==> src/rtl/operand_mac_seq_if.sv <==
// Operand/result handshake bundle for operand_mac_seq.
// The master side supplies operands and accepts results; the slave is the multiply stage.
interface operand_mac_seq_if #(
  parameter int A_W = 7,
  parameter int Y_W = 6
);
  localparam int P_W = A_W + 1 + Y_W;

  logic           in_valid;
  logic           in_ready;
  logic [A_W-1:0] a;
  logic [A_W-1:0] b;
  logic [Y_W-1:0] y;
  logic           out_valid;
  logic           out_ready;
  logic [P_W-1:0] p;
  logic           p_par;
  logic [A_W-1:0] a_q;
  logic [A_W-1:0] b_q;
  logic [Y_W-1:0] y_q;

  modport master (
    output in_valid, a, b, y, out_ready,
    input  in_ready, out_valid, p, p_par, a_q, b_q, y_q
  );

  modport slave (
    input  in_valid, a, b, y, out_ready,
    output in_ready, out_valid, p, p_par, a_q, b_q, y_q
  );
endinterface

==> src/rtl/operand_mac_seq.sv <==
// Sequential multiply stage: p = (a+b)*y by shift-add, one multiplier bit per cycle,
// with fixed Y_W-cycle latency and a registered valid/ready handshake on both sides.
module operand_mac_seq #(
  parameter int A_W = 7,
  parameter int Y_W = 6
) (
  input logic              clk,
  input logic              rst,
  operand_mac_seq_if.slave bus
);
  localparam int P_W   = A_W + 1 + Y_W;
  localparam int CNT_W = (Y_W > 1) ? $clog2(Y_W) : 1;
  localparam logic [CNT_W-1:0] CNT_LAST = CNT_W'(Y_W - 1);

  typedef enum logic [1:0] {IDLE, CALC, DONE} state_t;

  state_t state_q, state_d;

  logic [A_W:0]     sum_r;
  logic [Y_W-1:0]   mplr;
  logic [P_W-1:0]   acc;
  logic [CNT_W-1:0] cnt;
  logic [A_W-1:0]   a_r, b_r;
  logic [Y_W-1:0]   y_r;

  // NOTE: sequential state uses non-blocking assignments so every register samples
  // pre-edge values regardless of statement order.
  always_ff @(posedge clk or posedge rst) begin
    if (rst) state_q <= IDLE;
    else     state_q <= state_d;
  end

  // NOTE: every output of this block gets a default first, so no path leaves a
  // signal unassigned and no latch is inferred.
  always_comb begin
    state_d       = state_q;
    bus.in_ready  = 1'b0;
    bus.out_valid = 1'b0;
    unique case (state_q)
      IDLE: begin
        bus.in_ready = 1'b1;
        if (bus.in_valid) state_d = CALC;
      end
      CALC: begin
        if (cnt == CNT_LAST) state_d = DONE;
      end
      DONE: begin
        bus.out_valid = 1'b1;
        if (bus.out_ready) state_d = IDLE;
      end
      default: state_d = IDLE;
    endcase
  end

  // No early exit on mplr==0: latency stays fixed at Y_W CALC cycles.
  always_ff @(posedge clk or posedge rst) begin
    if (rst) begin
      sum_r <= '0;
      mplr  <= '0;
      acc   <= '0;
      cnt   <= '0;
      a_r   <= '0;
      b_r   <= '0;
      y_r   <= '0;
    end else begin
      unique case (state_q)
        IDLE: begin
          if (bus.in_valid) begin
            a_r   <= bus.a;
            b_r   <= bus.b;
            y_r   <= bus.y;
            sum_r <= {1'b0, bus.a} + {1'b0, bus.b};
            mplr  <= bus.y;
            acc   <= '0;
            cnt   <= '0;
          end
        end
        CALC: begin
          if (mplr[0]) acc <= acc + (P_W'(sum_r) << cnt);
          mplr <= mplr >> 1;
          cnt  <= cnt + CNT_W'(1);
        end
        default: ;
      endcase
    end
  end

  assign bus.p     = acc;
  assign bus.p_par = ^acc;
  assign bus.a_q   = a_r;
  assign bus.b_q   = b_r;
  assign bus.y_q   = y_r;
endmodule

==> src/flat_wrapper.sv <==
// flat-port wrapper written by rule: the top's interface ports become plain ports
module operand_mac_seq_flat 
#(
  parameter int A_W = 7,
  parameter int Y_W = 6
)
  (clk, rst, bus_in_valid, bus_a, bus_b, bus_y, bus_out_ready, bus_in_ready, bus_out_valid, bus_p, bus_p_par, bus_a_q, bus_b_q, bus_y_q);
  operand_mac_seq_if #(.A_W(A_W), .Y_W(Y_W)) bus_i ();
  input logic clk;
  input logic rst;
  input wire logic [$bits(bus_i.in_valid)-1:0] bus_in_valid;
  input wire logic [$bits(bus_i.a)-1:0] bus_a;
  input wire logic [$bits(bus_i.b)-1:0] bus_b;
  input wire logic [$bits(bus_i.y)-1:0] bus_y;
  input wire logic [$bits(bus_i.out_ready)-1:0] bus_out_ready;
  output wire logic [$bits(bus_i.in_ready)-1:0] bus_in_ready;
  output wire logic [$bits(bus_i.out_valid)-1:0] bus_out_valid;
  output wire logic [$bits(bus_i.p)-1:0] bus_p;
  output wire logic [$bits(bus_i.p_par)-1:0] bus_p_par;
  output wire logic [$bits(bus_i.a_q)-1:0] bus_a_q;
  output wire logic [$bits(bus_i.b_q)-1:0] bus_b_q;
  output wire logic [$bits(bus_i.y_q)-1:0] bus_y_q;
  assign bus_i.in_valid = bus_in_valid;
  assign bus_i.a = bus_a;
  assign bus_i.b = bus_b;
  assign bus_i.y = bus_y;
  assign bus_i.out_ready = bus_out_ready;
  assign bus_in_ready = bus_i.in_ready;
  assign bus_out_valid = bus_i.out_valid;
  assign bus_p = bus_i.p;
  assign bus_p_par = bus_i.p_par;
  assign bus_a_q = bus_i.a_q;
  assign bus_b_q = bus_i.b_q;
  assign bus_y_q = bus_i.y_q;
  operand_mac_seq #(.A_W(A_W), .Y_W(Y_W)) u_core (.clk(clk), .rst(rst), .bus(bus_i));
endmodule
==> config.mk <==
export PLATFORM = sky130hd
export DESIGN_NAME = operand_mac_seq_flat
export DESIGN_NICKNAME = d
export VERILOG_FILES = /design/src/rtl/operand_mac_seq_if.sv /design/src/rtl/operand_mac_seq.sv /design/src/flat_wrapper.sv
export SDC_FILE = /design/constraint.sdc
export NUM_CORES = 1
export LEC_CHECK = 0
export CAP_MARGIN = 25
export CORE_MARGIN = 4
export CORE_UTILIZATION = 48
export DETAILED_ROUTE_END_ITERATION = 10
export PLACE_DENSITY = 0.74
export SLEW_MARGIN = 20
export SYNTH_ARGS = -nofsm -noshare
export SYNTH_HDL_FRONTEND = slang
export SYNTH_SLANG_ARGS = --single-unit
==> constraint.sdc <==
create_clock -name clk -period 2.68 [get_ports clk]
set_input_delay 0.402 -clock clk [delete_from_list [all_inputs] [get_ports clk]]
set_output_delay 0.402 -clock clk [all_outputs]
set_load 0.01 [all_outputs]
==> summary.md, run 1 <==
| Metric | Value |
|---|---|
| Starting Density | `0.505` |
| Slowest-stage cell, CP | `dfrtp_2` |
| Grt total ovfl | `0` |
| Crit path cell chain | `buf_6, mux2i_4, or3_4, inv_2, ha_4, a211o_1, o211ai_1, a21o_1, o31ai_4, mux2i_1, mux2i_1` |
| Setup Crit Path Kind | `reg2reg` |
| Global-route wire length before repair | `13.7 mm` |
| Setup violations, final | `3` |
| Yosys cell types | `38` |
| Die Area | `8180 um2` |
| Largest net degree at the start of global routing | `54` |
| H-tree depth | `2` |
| Share of power burned in registers | `0.240` |
| CP Capture Type | `flop` |
| Most frequent cells in the layout | `nand2_1 (113), clkdlybuf4s50_1 (60), dfrtp_1 (52)` |
| DRT iter0 DRCs | `131` |
| Row count | `29` |
| Pre-CTS setup slack | `-0.0765 ns` |
| DP HPWL | `5.87 mm` |
| # clock sinks | `53` |
| Final Hold Fails | `0` |
| CP required | `2.92 ns` |
| Gate count after technology mapping | `384` |
| Failing checks | `negative setup slack` |
| Sw Share | `0.434` |
| Per-cell routed wire length | `15.0 um` |
| I/O Pins | `61` |
| Yosys reg bits | `53` |
| Placed insts | `529` |
| Max Cap Viol | `0` |
| Core ar. | `6460 um2` |
| Antenna cells | `0` |
| Cell mode on critical path | `mux2i_1` |
| Routability congestion estimate | `0.872` |
| Flop2flop setup slack | `-0.04 ns` |
| Nets | `516` |
| Slew Limit Headroom | `0.550` |
| GRT Overall Usage | `0.200` |
| Tmin final | `2.72 ns` |
| DRC Markers | `0` |
| Least-Margin Pin Slew | `0.676 ns` |
| Initial antenna violation count | `0` |
| Placed Area | `4070 um2` |
| CP arrival | `2.96 ns` |
| Yosys warning total | `0` |
| Antenna viol nets, final | `0` |
| Max Clock Skew | `0.0131 ns` |
| Comb pwr share | `0.679` |
| Critical Path Fanout Max | `6` |
| Psw | `2.69 mW` |
| Clock share of power | `0.081` |
| CTS tree | `built` |
| Hold WC Path Type | `reg2reg` |
| Design area | `4390 um2` |
| Fin crit share | `1.01` |
| Clk_lat worst skew | `0.32 ns` |
| Total power divided by cell area | `1420 nW/um2` |
| Final cell count without fillers | `546` |
| Clk slew on worst S/H paths | `0.10 ns` |
| TritonRoute pass-1 iters | `4` |
| Synthesized area | `3260 um2` |
| Num CTS Buffers | `5` |
| Post-DR vias/cell | `5.48` |
| Clock root buffer | `clkbuf_8` |
| VDD IR-drop max | `594 uV` |
| Most common cell after layout, fill and taps aside | `nand2_1` |
| Die height | `90.4 um` |
| Final Max Slew Viols | `0` |
| P&R area growth vs syn | `34.5%` |
| Post-Route M1 WL | `3.75 mm` |
| Internal | `3.51 mW` |
| Port bufs | `60` |
| Vias | `2,992` |
| Avg Inst Size Synth | `8.49 um2` |
| Die Width | `90.4 um` |
| Top sig layer | `met4` |
| CTS max path bufs | `2` |
| DR WL met2 | `3.87 mm` |
| Worst Setup Slack, final | `-0.0361 ns` |
| Run status | `finished with violations` |
| Routed wl met3 | `427 um` |
| P_leak | `2.06 nW` |
| Startpoint Class | `flop` |
| RSZ-0062 raised after global routing | `yes` |
| Fraction of layout cells with a size suffix above 1 | `0.147` |
| Post-Route Utilization | `0.679` |
| Fmax | `368 MHz` |
| Sequential element share of the synthesized area | `0.407` |
| CP max stage delay | `0.46 ns` |
| Drt total wl | `8.17 mm` |
| Synth Net Count | `432` |
| Vias in the first global route | `3,064` |
==> sequential cells by signal (all words and copies together) (netlist names) <==
register,count
u_core.bus.y_q,6
u_core.sum_r,8
u_core.bus.b_q,7
u_core.cnt,3
u_core.mplr,6
u_core.bus.p,14
u_core.bus.a_q,7
u_core.state_q,2
==> critical path: cells and delay by family, from the launching register on <==
kind / cells / cell delay [ns]
muxes: 3 / 0.59
adders and majority gates: 1 / 0.19
and+or+nand+nor: 1 / 0.40
buffers and inverters: 2 / 0.24
AOI/OAI and AO/OA: 4 / 0.76
DFF: 1 / 0.46
==> cell type report <==
class,instances,area (um2)
Clock inverter,2,17.5
Sequential cell,53,1330
Timing Repair Buffer,92,845
Multi-Input combinational cell,304,1970
Inverter,12,45.0
Clock buffer,6,82.6
Tap cell,77,96.3
Fill cell,519,2070
==> kinds of logic (layout without fill, tap and decap cells) <==
group / after synthesis / in the layout / share of synthesized area
compound gates: 82 / 82 / 0.161
xor+xnor: 24 / 24 / 0.0645
fa+ha+maj: 24 / 24 / 0.0967
buf+inv: 27 / 112 / 0.0315
flops: 53 / 53 / 0.407
mux: 9 / 9 / 0.0288
simple gates: 165 / 165 / 0.211
==> worst paths after layout <==
kind                       cells after the start                end              start
max                                           11   u_core.bus.p[13]      u_core.cnt[0]
min                                            2  u_core.bus.a_q[2]  u_core.bus.a_q[2]
max reg2reg                                   11   u_core.bus.p[13]      u_core.cnt[0]
min reg2reg                                    2  u_core.bus.a_q[2]  u_core.bus.a_q[2]
max in group asynchronous                      3      u_core.cnt[0]                rst
min in group asynchronous                      3  u_core.bus.b_q[6]                rst
==> synth_stat cells, drive strengths merged <==
library cell	n	area, um2
a22o	1	8.76
fa	2	40.0
o31ai	6	63.8
a21o	7	52.6
o22ai	3	18.8
clkbuf	13	48.8
a211oi	6	45.0
nor2	17	63.8
inv	12	45.0
nor3	5	25.0
a32o	2	20.0
mux2	3	33.8
o21ai	33	165
nand3	10	50.1
a21oi	12	60.1
or3	3	18.8
nand4	1	6.26
nand2b	4	25.0
and4	1	8.76
and2	3	18.8
nor2b	6	37.5
xor2	8	70.1
nand2	114	428
a31oi	1	6.26
xnor2	16	140
dfrtp	53	1330
o211ai	1	7.51
mux2i	6	60.1
o21a	7	52.6
o21bai	1	7.51
a211o	1	8.76
ha	22	275
and3	1	6.26
buf	2	8.75
a21boi	1	7.51
==> routing by layer <==
| metal | GRT usage | up-vias |
|---|---|---|
| met3 | 0.0500 | 13 |
| li1 | - | 1478 |
| met4 | 0.0548 | 0 |
| met2 | 0.349 | 74 |
| met1 | 0.245 | 1427 |
| met5 | 0 | - |
==> power by group through the flow <==
stage,Sequential (mW),Combinational [mW],Clock (mW)
6_report,1.49,4.22,0.501
5_1_grt,1.55,4.63,0.549
4_1_cts,1.48,3.76,0.514
3_5_place_dp,1.48,3.65,0
3_3_place_gp,1.47,3.57,0
2_1_floorplan,1.51,2.21,0
==> through the flow <==
step / hold WS, ns / power, mW / setup TNS (ns)
6_report: 0.482 / 6.21 / -0.0614
5_1_grt: 0.521 / 6.73 / -1.01
4_1_cts: 0.488 / 5.76 / -0.0144
3_5_place_dp: 0.464 / 5.13 / -0.160
3_3_place_gp: 0.458 / 5.03 / -0.0176
2_1_floorplan: 0.449 / 3.72 / 0
==> repair_timing <==
item	CTS	global route
setup buffers	1	9
hold buffers	0	0
setup endpoints to repair	5	8
gates resized for setup	13	21
pin swaps	1	15
gates cloned	0	0
Note: power is estimated with default switching activity, not from simulation.
==> run 2, diff against run 1 <==
--- a/config.mk
+++ b/config.mk
@@ -10,6 +10,7 @@
 export CORE_UTILIZATION = 48
 export DETAILED_ROUTE_END_ITERATION = 10
 export PLACE_DENSITY = 0.74
+export SETUP_SLACK_MARGIN = 0.5
 export SLEW_MARGIN = 20
 export SYNTH_ARGS = -nofsm -noshare
 export SYNTH_HDL_FRONTEND = slang
==> constraint.sdc (replaced) <==
create_clock -name clk -period 2.3 [get_ports clk]
set_input_delay 0.345 -clock clk [delete_from_list [all_inputs] [get_ports clk]]
set_output_delay 0.345 -clock clk [all_outputs]
set_load 0.01 [all_outputs]
==> run 2 against run 1 <==
  * The run still ends with negative setup slack left
  * Power up 25%
  * Largest cell class unchanged
  * Combinational power grew 30%
  * Critical path type unchanged
  * Critical endpoint is now u_core.bus.p[9]
  * Die area stayed put
==> summary.md, run 2 (synthesis results as in run 1) <==
| Metric | Value |
|---|---|
| Max Clock Skew | `0.0132 ns (+0.0000918 ns)` |
| Total power divided by cell area | `1630 nW/um2 (+15%)` |
| Startpoint Class | `flop` |
| Post-DR vias/cell | `5.35 (-2.4%)` |
| Initial antenna violation count | `0 (unchanged)` |
| Global-route wire length before repair | `14.1 mm (+2.5%)` |
| Reg2Reg Capture Point | `u_core.bus.p[9]` |
| CP arrival | `2.94 ns (-0.02 ns)` |
| Slew Limit Headroom | `0.641 (+0.0913)` |
| Largest net degree at the start of global routing | `33 (-39%)` |
| Drt total wl | `8.64 mm (+5.8%)` |
| Num CTS Buffers | `5 (unchanged)` |
| TritonRoute pass-1 iters | `4 (unchanged)` |
| Vias in the first global route | `3,061 (-0.098%)` |
| GRT Overall Usage | `0.207 (+0.00710)` |
| R2r worst-path depth | `12 (+1)` |
| CTS tree | `built` |
| I/O Pins | `61 (unchanged)` |
| Psw | `3.33 mW (+23%)` |
| Register area | `1330 um2 (about the same)` |
| Post-Route Utilization | `0.738 (+0.0589)` |
| Port bufs | `60 (unchanged)` |
| Share of power burned in registers | `0.221 (-0.019)` |
| RSZ-0062 raised after global routing | `yes` |
| Clock root buffer | `clkbuf_8` |
| Most common cell after layout, fill and taps aside | `nand2_1` |
| CTS Hold Bufs | `0 (unchanged)` |
| P&R area growth vs syn | `46.2%` |
| Tmin final | `2.74 ns (+0.0204 ns)` |
| Final Hold Slack | `0.366 ns (-0.116 ns)` |
| Die height | `90.4 um (unchanged)` |
| Starting Density | `0.505 (unchanged)` |
| Clk_lat worst skew | `0.32 ns (about the same)` |
| Grt total ovfl | `0 (unchanged)` |
| CTS max path bufs | `2 (unchanged)` |
| CP required | `2.50 ns (-0.42 ns)` |
| VDD IR-drop max | `785 uV (+32%)` |
| Clock share of power | `0.074 (-0.007)` |
| Die Area | `8180 um2 (unchanged)` |
| Fin crit share | `1.19 (+0.176)` |
| Final Max Slew Viols | `0 (unchanged)` |
| Clk slew on worst S/H paths | `0.11 ns (about the same)` |
| Setup Crit Path Kind | `reg2reg` |
| Critical Path Fanout Max | `5 (-1)` |
| Placed Area | `4370 um2 (+7.3%)` |
| Sw Share | `0.429 (-0.00521)` |
| FILL cells | `486 (-6.4%)` |
| # clock sinks | `53 (unchanged)` |
| Setup violations, final | `9 (+6)` |
| Nets | `554 (+7.4%)` |
| P_leak | `2.28 nW (+11%)` |
| Max reg flops | `14 (unchanged)` |
| Area occupied by multi-input gates | `2040 um2 (+3.2%)` |
| Run status | `finished with violations` |
| Core ar. | `6460 um2 (unchanged)` |
| Least-Margin Pin Slew | `0.537 ns (-0.139 ns)` |
| DP HPWL | `6.33 mm (+7.7%)` |
| Routability congestion estimate | `0.983 (+13%)` |
| Hold WC Path Type | `in2async` |
| Antenna viol nets, final | `0 (unchanged)` |
| Antenna cells | `0 (unchanged)` |
| Internal | `4.43 mW (+26%)` |
| Worst r2r src | `u_core.cnt[0]` |
| H-tree depth | `2 (unchanged)` |
| Pre-CTS setup slack | `-0.499 ns (-0.423 ns)` |
| Vias | `3,125 (+4.4%)` |
| Worst Setup Slack, final | `-0.437 ns (-0.400 ns)` |
| Fmax | `365 MHz (-0.75%)` |
| Final Hold Fails | `0 (unchanged)` |
| DRT iter0 DRCs | `164 (+25%)` |
| Most frequent cells in the layout | `nand2_1 (111), buf_4 (60), clkdlybuf4s50_1 (51), dfrtp_1 (51), o21ai_0 (21)` |
| Per-cell routed wire length | `14.8 um (-1.1%)` |
| Max Cap Viol | `0 (unchanged)` |
| Die Width | `90.4 um (unchanged)` |
| Row count | `29 (unchanged)` |
| Comb pwr share | `0.705 (+0.026)` |
| Fraction of layout cells with a size suffix above 1 | `0.252 (+0.105)` |
| Flop2flop setup slack | `-0.44 ns (-0.40 ns)` |
| DRC Markers | `0 (unchanged)` |
| Failing checks | `negative setup slack` |
| CP Capture Type | `flop` |
| Design area | `4770 um2 (+8.7%)` |
## run 2: cell count changes in the layout (fill, tap and decap cells not counted), sizes merged
cell	before	now
buf	32	70
clkinv	1	2
clkdlybuf4s50	60	51
dlygate4sd2	0	7
inv	13	12
clkdlybuf4s15	0	1
clkbuf	6	7
## run 2: stage by stage
stage / cells / TNS (ns) / total power [mW]
floorplan: 384 / -1.07 / 4.56
global placement: 556 / -3.20 / 6.46
detailed placement: 556 / -3.82 / 6.58
CTS: 581 / -2.11 / 7.47
global route: 584 / -3.92 / 8.39
finish: 584 / -2.81 / 7.76
## run 2: power groups by stage
| stage | Combinational, mW | Clock (mW) | Sequential [mW] |
|---|---|---|---|
| final | 5.47 | 0.574 | 1.72 |
| after CTS | 5.16 | 0.583 | 1.72 |
| after global routing | 5.99 | 0.625 | 1.77 |
| after global placement | 4.73 | 0 | 1.72 |
| after floorplan | 2.79 | 0 | 1.76 |
| after detailed placement | 4.84 | 0 | 1.74 |
## run 2: worst max-delay path by stage
stage | start | end | slack [ns] | cells past startpoint
floorplan | u_core.cnt[0] | u_core.bus.p[11] | -0.27 | 13
global placement | u_core.cnt[0] | u_core.bus.p[13] | -0.42 | 10
detailed placement | u_core.cnt[0] | u_core.bus.p[13] | -0.50 | 10
CTS | u_core.cnt[0] | u_core.bus.p[13] | -0.34 | 12
global route | u_core.cnt[0] | u_core.bus.p[9] | -0.50 | 12
finish | u_core.cnt[0] | u_core.bus.p[9] | -0.44 | 12
## run 2: cell type report
cell class | count | area share
inverter | 12 | 0.00945
multi-input combinational | 304 | 0.427
clock buffer | 6 | 0.0173
tap | 77 | 0.0202
timing repair buffer | 130 | 0.244
clock inverter | 2 | 0.00289
sequential | 53 | 0.279
## run 2: critical path, cell delays in order, from the launching register on
cell and delay, ns:
dfrtp_2 0.46, buf_4 0.16, mux2i_1 0.14, or3_4 0.36, inv_2 0.08, ha_4 0.19
a211o_1 0.29, o211ai_1 0.14, buf_4 0.18, a211oi_2 0.08, nor2_1 0.19, xnor2_1 0.10
a32o_1 0.26
## run 2: layer usage
metal	global-route usage	vias up	routed length (um)
met4	0.0574	0	116
met3	0.0375	12	444
met2	0.366	77	4320
met5	0	-	0
met1	0.259	1489	3760
li1	-	1547	-
## run 2: repair_timing
item | CTS | global route
pin swaps | 32 | 18
setup buffers | 17 | 2
setup endpoints to repair | 19 | 16
gates resized for setup | 43 | 20
==> run 3, diff against run 2 <==
--- a/config.mk
+++ b/config.mk
@@ -5,12 +5,14 @@
 export SDC_FILE = /design/constraint.sdc
 export NUM_CORES = 1
 export LEC_CHECK = 0
+export ABC_AREA = 1
 export CAP_MARGIN = 25
 export CORE_MARGIN = 4
-export CORE_UTILIZATION = 48
+export CORE_UTILIZATION = 50
 export DETAILED_ROUTE_END_ITERATION = 10
-export PLACE_DENSITY = 0.74
+export PLACE_DENSITY = 0.73
 export SETUP_SLACK_MARGIN = 0.5
+export SKIP_CTS_REPAIR_TIMING = 1
 export SLEW_MARGIN = 20
 export SYNTH_ARGS = -nofsm -noshare
 export SYNTH_HDL_FRONTEND = slang
==> constraint.sdc (replaced) <==
create_clock -name clk -period 2.9 [get_ports clk]
set_input_delay 0.435 -clock clk [delete_from_list [all_inputs] [get_ports clk]]
set_output_delay 0.435 -clock clk [all_outputs]
set_load 0.01 [all_outputs]
==> run 3 against run 2 <==
  * The run now ends clean
  * Cell count increased by 15%
  * Clock power decreased by 7.0%
  * Clock-buffer cell count decreased by 1
  * Setup slack improved by 1.0 ns
  * Design area decreased by 3.4%
  * Largest cell class unchanged
==> summary.md, run 3 <==
| Metric | Value |
|---|---|
| Design area | `4600 um2 (-3.4%)` |
| Synthesized area | `3570 um2 (+9.4%)` |
| Max Clock Skew | `0.0113 ns (-0.00191 ns)` |
| Most common cell in the netlist | `nand2_1` |
| I/O Pins | `61 (unchanged)` |
| Cell mode on critical path | `nand2_1` |
| Core ar. | `6870 um2 (+6.4%)` |
| Vias | `3,419 (+9.4%)` |
| Row count | `30 (+3.4%)` |
| Clk_lat worst skew | `0.31 ns (about the same)` |
| Largest net degree at the start of global routing | `34 (+3.0%)` |
| Per-cell routed wire length | `12.8 um (-14%)` |
| Starting Density | `0.519 (+0.0146)` |
| P_leak | `2.39 nW (+4.7%)` |
| CTS tree | `built` |
| Final Hold Fails | `0 (unchanged)` |
| Clock root buffer | `clkbuf_8` |
| Global-route wire length before repair | `14.5 mm (+2.8%)` |
| Clk slew on worst S/H paths | `0.11 ns (about the same)` |
| Most common cell after layout, fill and taps aside | `nand2_1` |
| Top-area cell type share of the netlist area | `0.372 (-0.0351)` |
| CP max stage delay | `0.45 ns (about the same)` |
| Yosys reg bits | `53 (unchanged)` |
| RSZ-0062 raised after global routing | `yes` |
| Run status | `finished, final reports clean` |
| Share of async-settable or async-resettable flops after synthesis | `1.00 (unchanged)` |
| Die height | `92.5 um (+2.3%)` |
| Routability congestion estimate | `0.952 (-3.2%)` |
| Slew Limit Headroom | `0.626 (-0.0147)` |
| Hold WC Path Type | `in2async` |
| Final TNS setup | `0 ns (+2.81 ns)` |
| Largest delay share family, worst path | `simple AND/OR/NAND/NOR gates` |
| Yosys warning total | `0 (unchanged)` |
| P&R area growth vs syn | `29.0%` |
| Setup Crit Path Kind | `reg2reg` |
| Max Cap Viol | `0 (unchanged)` |
| Critical Path Fanout Max | `5 (unchanged)` |
| DRT iter0 DRCs | `193 (+18%)` |
| # clock sinks | `53 (unchanged)` |
| Startpoint Class | `flop` |
| Max reg flops | `14 (unchanged)` |
| CTS max path bufs | `2 (unchanged)` |
| EDFF count, synth | `0 (unchanged)` |
| Port bufs | `60 (unchanged)` |
| Fmax | `434 MHz (+19%)` |
| CP required | `3.11 ns (+0.61 ns)` |
| Leading area contributor after synthesis | `dfrtp_1` |
| Met3 Track Usage GR | `0.0366 (-0.000944)` |
| Avg Inst Size Synth | `7.08 um2 (-17%)` |
| Met2 Use GR | `0.368 (+0.00208)` |
| GRT Overall Usage | `0.205 (-0.00233)` |
| CP arrival | `2.52 ns (-0.42 ns)` |
| Die Width | `92.5 um (+2.3%)` |
| Initial antenna violation count | `0 (unchanged)` |
| Most Used Layer, Global Route | `met2` |
| DRC Markers | `0 (unchanged)` |
| Worst r2r src | `u_core.cnt[0]` |
| Nets | `624 (+13%)` |
| Setup violations, final | `0 (-9)` |
| Grt total ovfl | `0 (unchanged)` |
| Top FF cell, synth | `dfrtp_1` |
| Vias in the first global route | `3,301 (+7.8%)` |
| CP Launch Point | `u_core.cnt[0]` |
| Antenna cells | `0 (unchanged)` |
| Placed Area | `4250 um2 (-2.8%)` |
| Most frequent cells in the layout | `nand2_1 (202), clkdlybuf4s50_1 (59), inv_1 (56)` |
| Final Max Slew Viols | `0 (unchanged)` |
| Yosys cell types | `32 (-16%)` |
| Drt total wl | `8.59 mm (-0.61%)` |
| Met1 GRT Util | `0.251 (-0.00809)` |
| Crit path cell chain | `buf_12, buf_4, nand2_1, a21oi_1, a31oi_1, nor2_1, ha_1, nor2_2, inv_1, nand3_1, nand2_2, nand2_1, nand3b_1, nand3_1, nand2_1` |
| Commonest cells post-synth | `nand2_1 (206), inv_1 (58), dfrtp_1 (53)` |
| VDD IR-drop max | `453 uV (-42%)` |
| Antenna viol nets, final | `0 (unchanged)` |
| Synth Net Count | `552 (+28%)` |
| Post-DR vias/cell | `5.08 (-5.1%)` |
| CP bufs+invs | `3 (unchanged)` |
| Tmin final | `2.30 ns (-0.434 ns)` |
| Total power divided by cell area | `1230 nW/um2 (-25%)` |
| Num CTS Buffers | `5 (unchanged)` |
| Slowest-stage cell, CP | `dfrtp_2` |
| Fin crit share | `0.794 (-0.396)` |
| Leading post-synthesis cells by cell area | `dfrtp_1 (37%), nand2_1 (22%), ha_1 (7.7%)` |
| Least-Margin Pin Slew | `0.560 ns (+0.0233 ns)` |
| Fraction of layout cells with a size suffix above 1 | `0.120 (-0.133)` |
| Sequential element share of the synthesized area | `0.372 (-0.0351)` |
| DP HPWL | `6.29 mm (-0.53%)` |
| Die Area | `8550 um2 (+4.6%)` |
| TritonRoute pass-1 iters | `5 (+1)` |
| Gate count after technology mapping | `504 (+31%)` |
| H-tree depth | `2 (unchanged)` |
| CP Capture Type | `flop` |
-- run 3: cell count changes after synthesis, moves of 7 or more --
| cell | change |
|---|---|
| xnor2_1 | -8 |
| nand2_1 | +92 |
| o21ai_0 | -10 |
| o21ai_1 | +8 |
| nand3_1 | +19 |
| inv_1 | +46 |
| clkbuf_1 | -10 |
| a21o_1 | -7 |
| o21a_1 | -7 |
| nand4_1 | +7 |
| nor2_1 | +7 |
-- run 3: stage by stage --
stage	setup slack [ns]	instances	total power, mW	hold slack, ns	util
floorplan	0.722	504	3.59	0.452	-
global placement	0.260	652	4.57	0.463	0.618
detailed placement	0.267	652	4.64	0.466	0.618
CTS	0.218	660	5.19	0.494	0.635
global route	0.441	673	6.16	0.520	0.670
finish	0.597	673	5.64	0.483	0.670
-- run 3: worst reg2reg max path, delay by kind of cell, from the launching register on --
family	cells	cell delay, ns
buffers and inverters	3	0.31
adders and majority gates	1	0.36
and+or+nand+nor	9	0.79
DFF	1	0.45
AOI/OAI and AO/OA	2	0.30
-- run 3: power breakdown --
group          leakage (nW)  internal, mW  switching [mW]
combinational          1.67          1.64            2.09
clock                0.0591         0.264           0.270
sequential            0.661          1.08           0.301
total                  2.39          2.98            2.66
-- run 3: worst paths after layout --
| kind | cells past startpoint | slack, ns | end |
|---|---|---|---|
| min in group clk | 2 | 0.49 | u_core.bus.y_q[0] |
| setup reg to reg | 15 | 0.60 | u_core.bus.p[9] |
| max in group asynchronous | 3 | 1.76 | u_core.bus.p[11] |
| hold / removal | 2 | 0.48 | u_core.sum_r[6] |
| setup / recovery | 15 | 0.60 | u_core.bus.p[9] |
| hold reg to reg | 2 | 0.49 | u_core.bus.y_q[0] |
-- run 3: cells by family after synthesis --
family	count (synthesis)	share of synthesized area
simple gates	275	0.316
buf+inv	75	0.0870
compound gates	57	0.0866
flops	53	0.372
fa+ha+maj	24	0.0884
xor+xnor	17	0.0417
mux	3	0.00842
-- run 3: final cells by class --
type                       count  area, um2
inverter                      63        243
timing repair buffer          77        743
multi-input combinational    376       2050
fill                         616       2270
tap                           96        120
clock inverter                 3       47.5
clock buffer                   5       68.8
sequential                    53       1330
-- run 3: routing by layer --
metal	wire length, um	share of wire	vias up
met1	3800	0.44	1576
met2	4330	0.50	91
li1	-	-	1742
met5	0	0	-
met3	365	0.042	10
met4	87	0.010	0
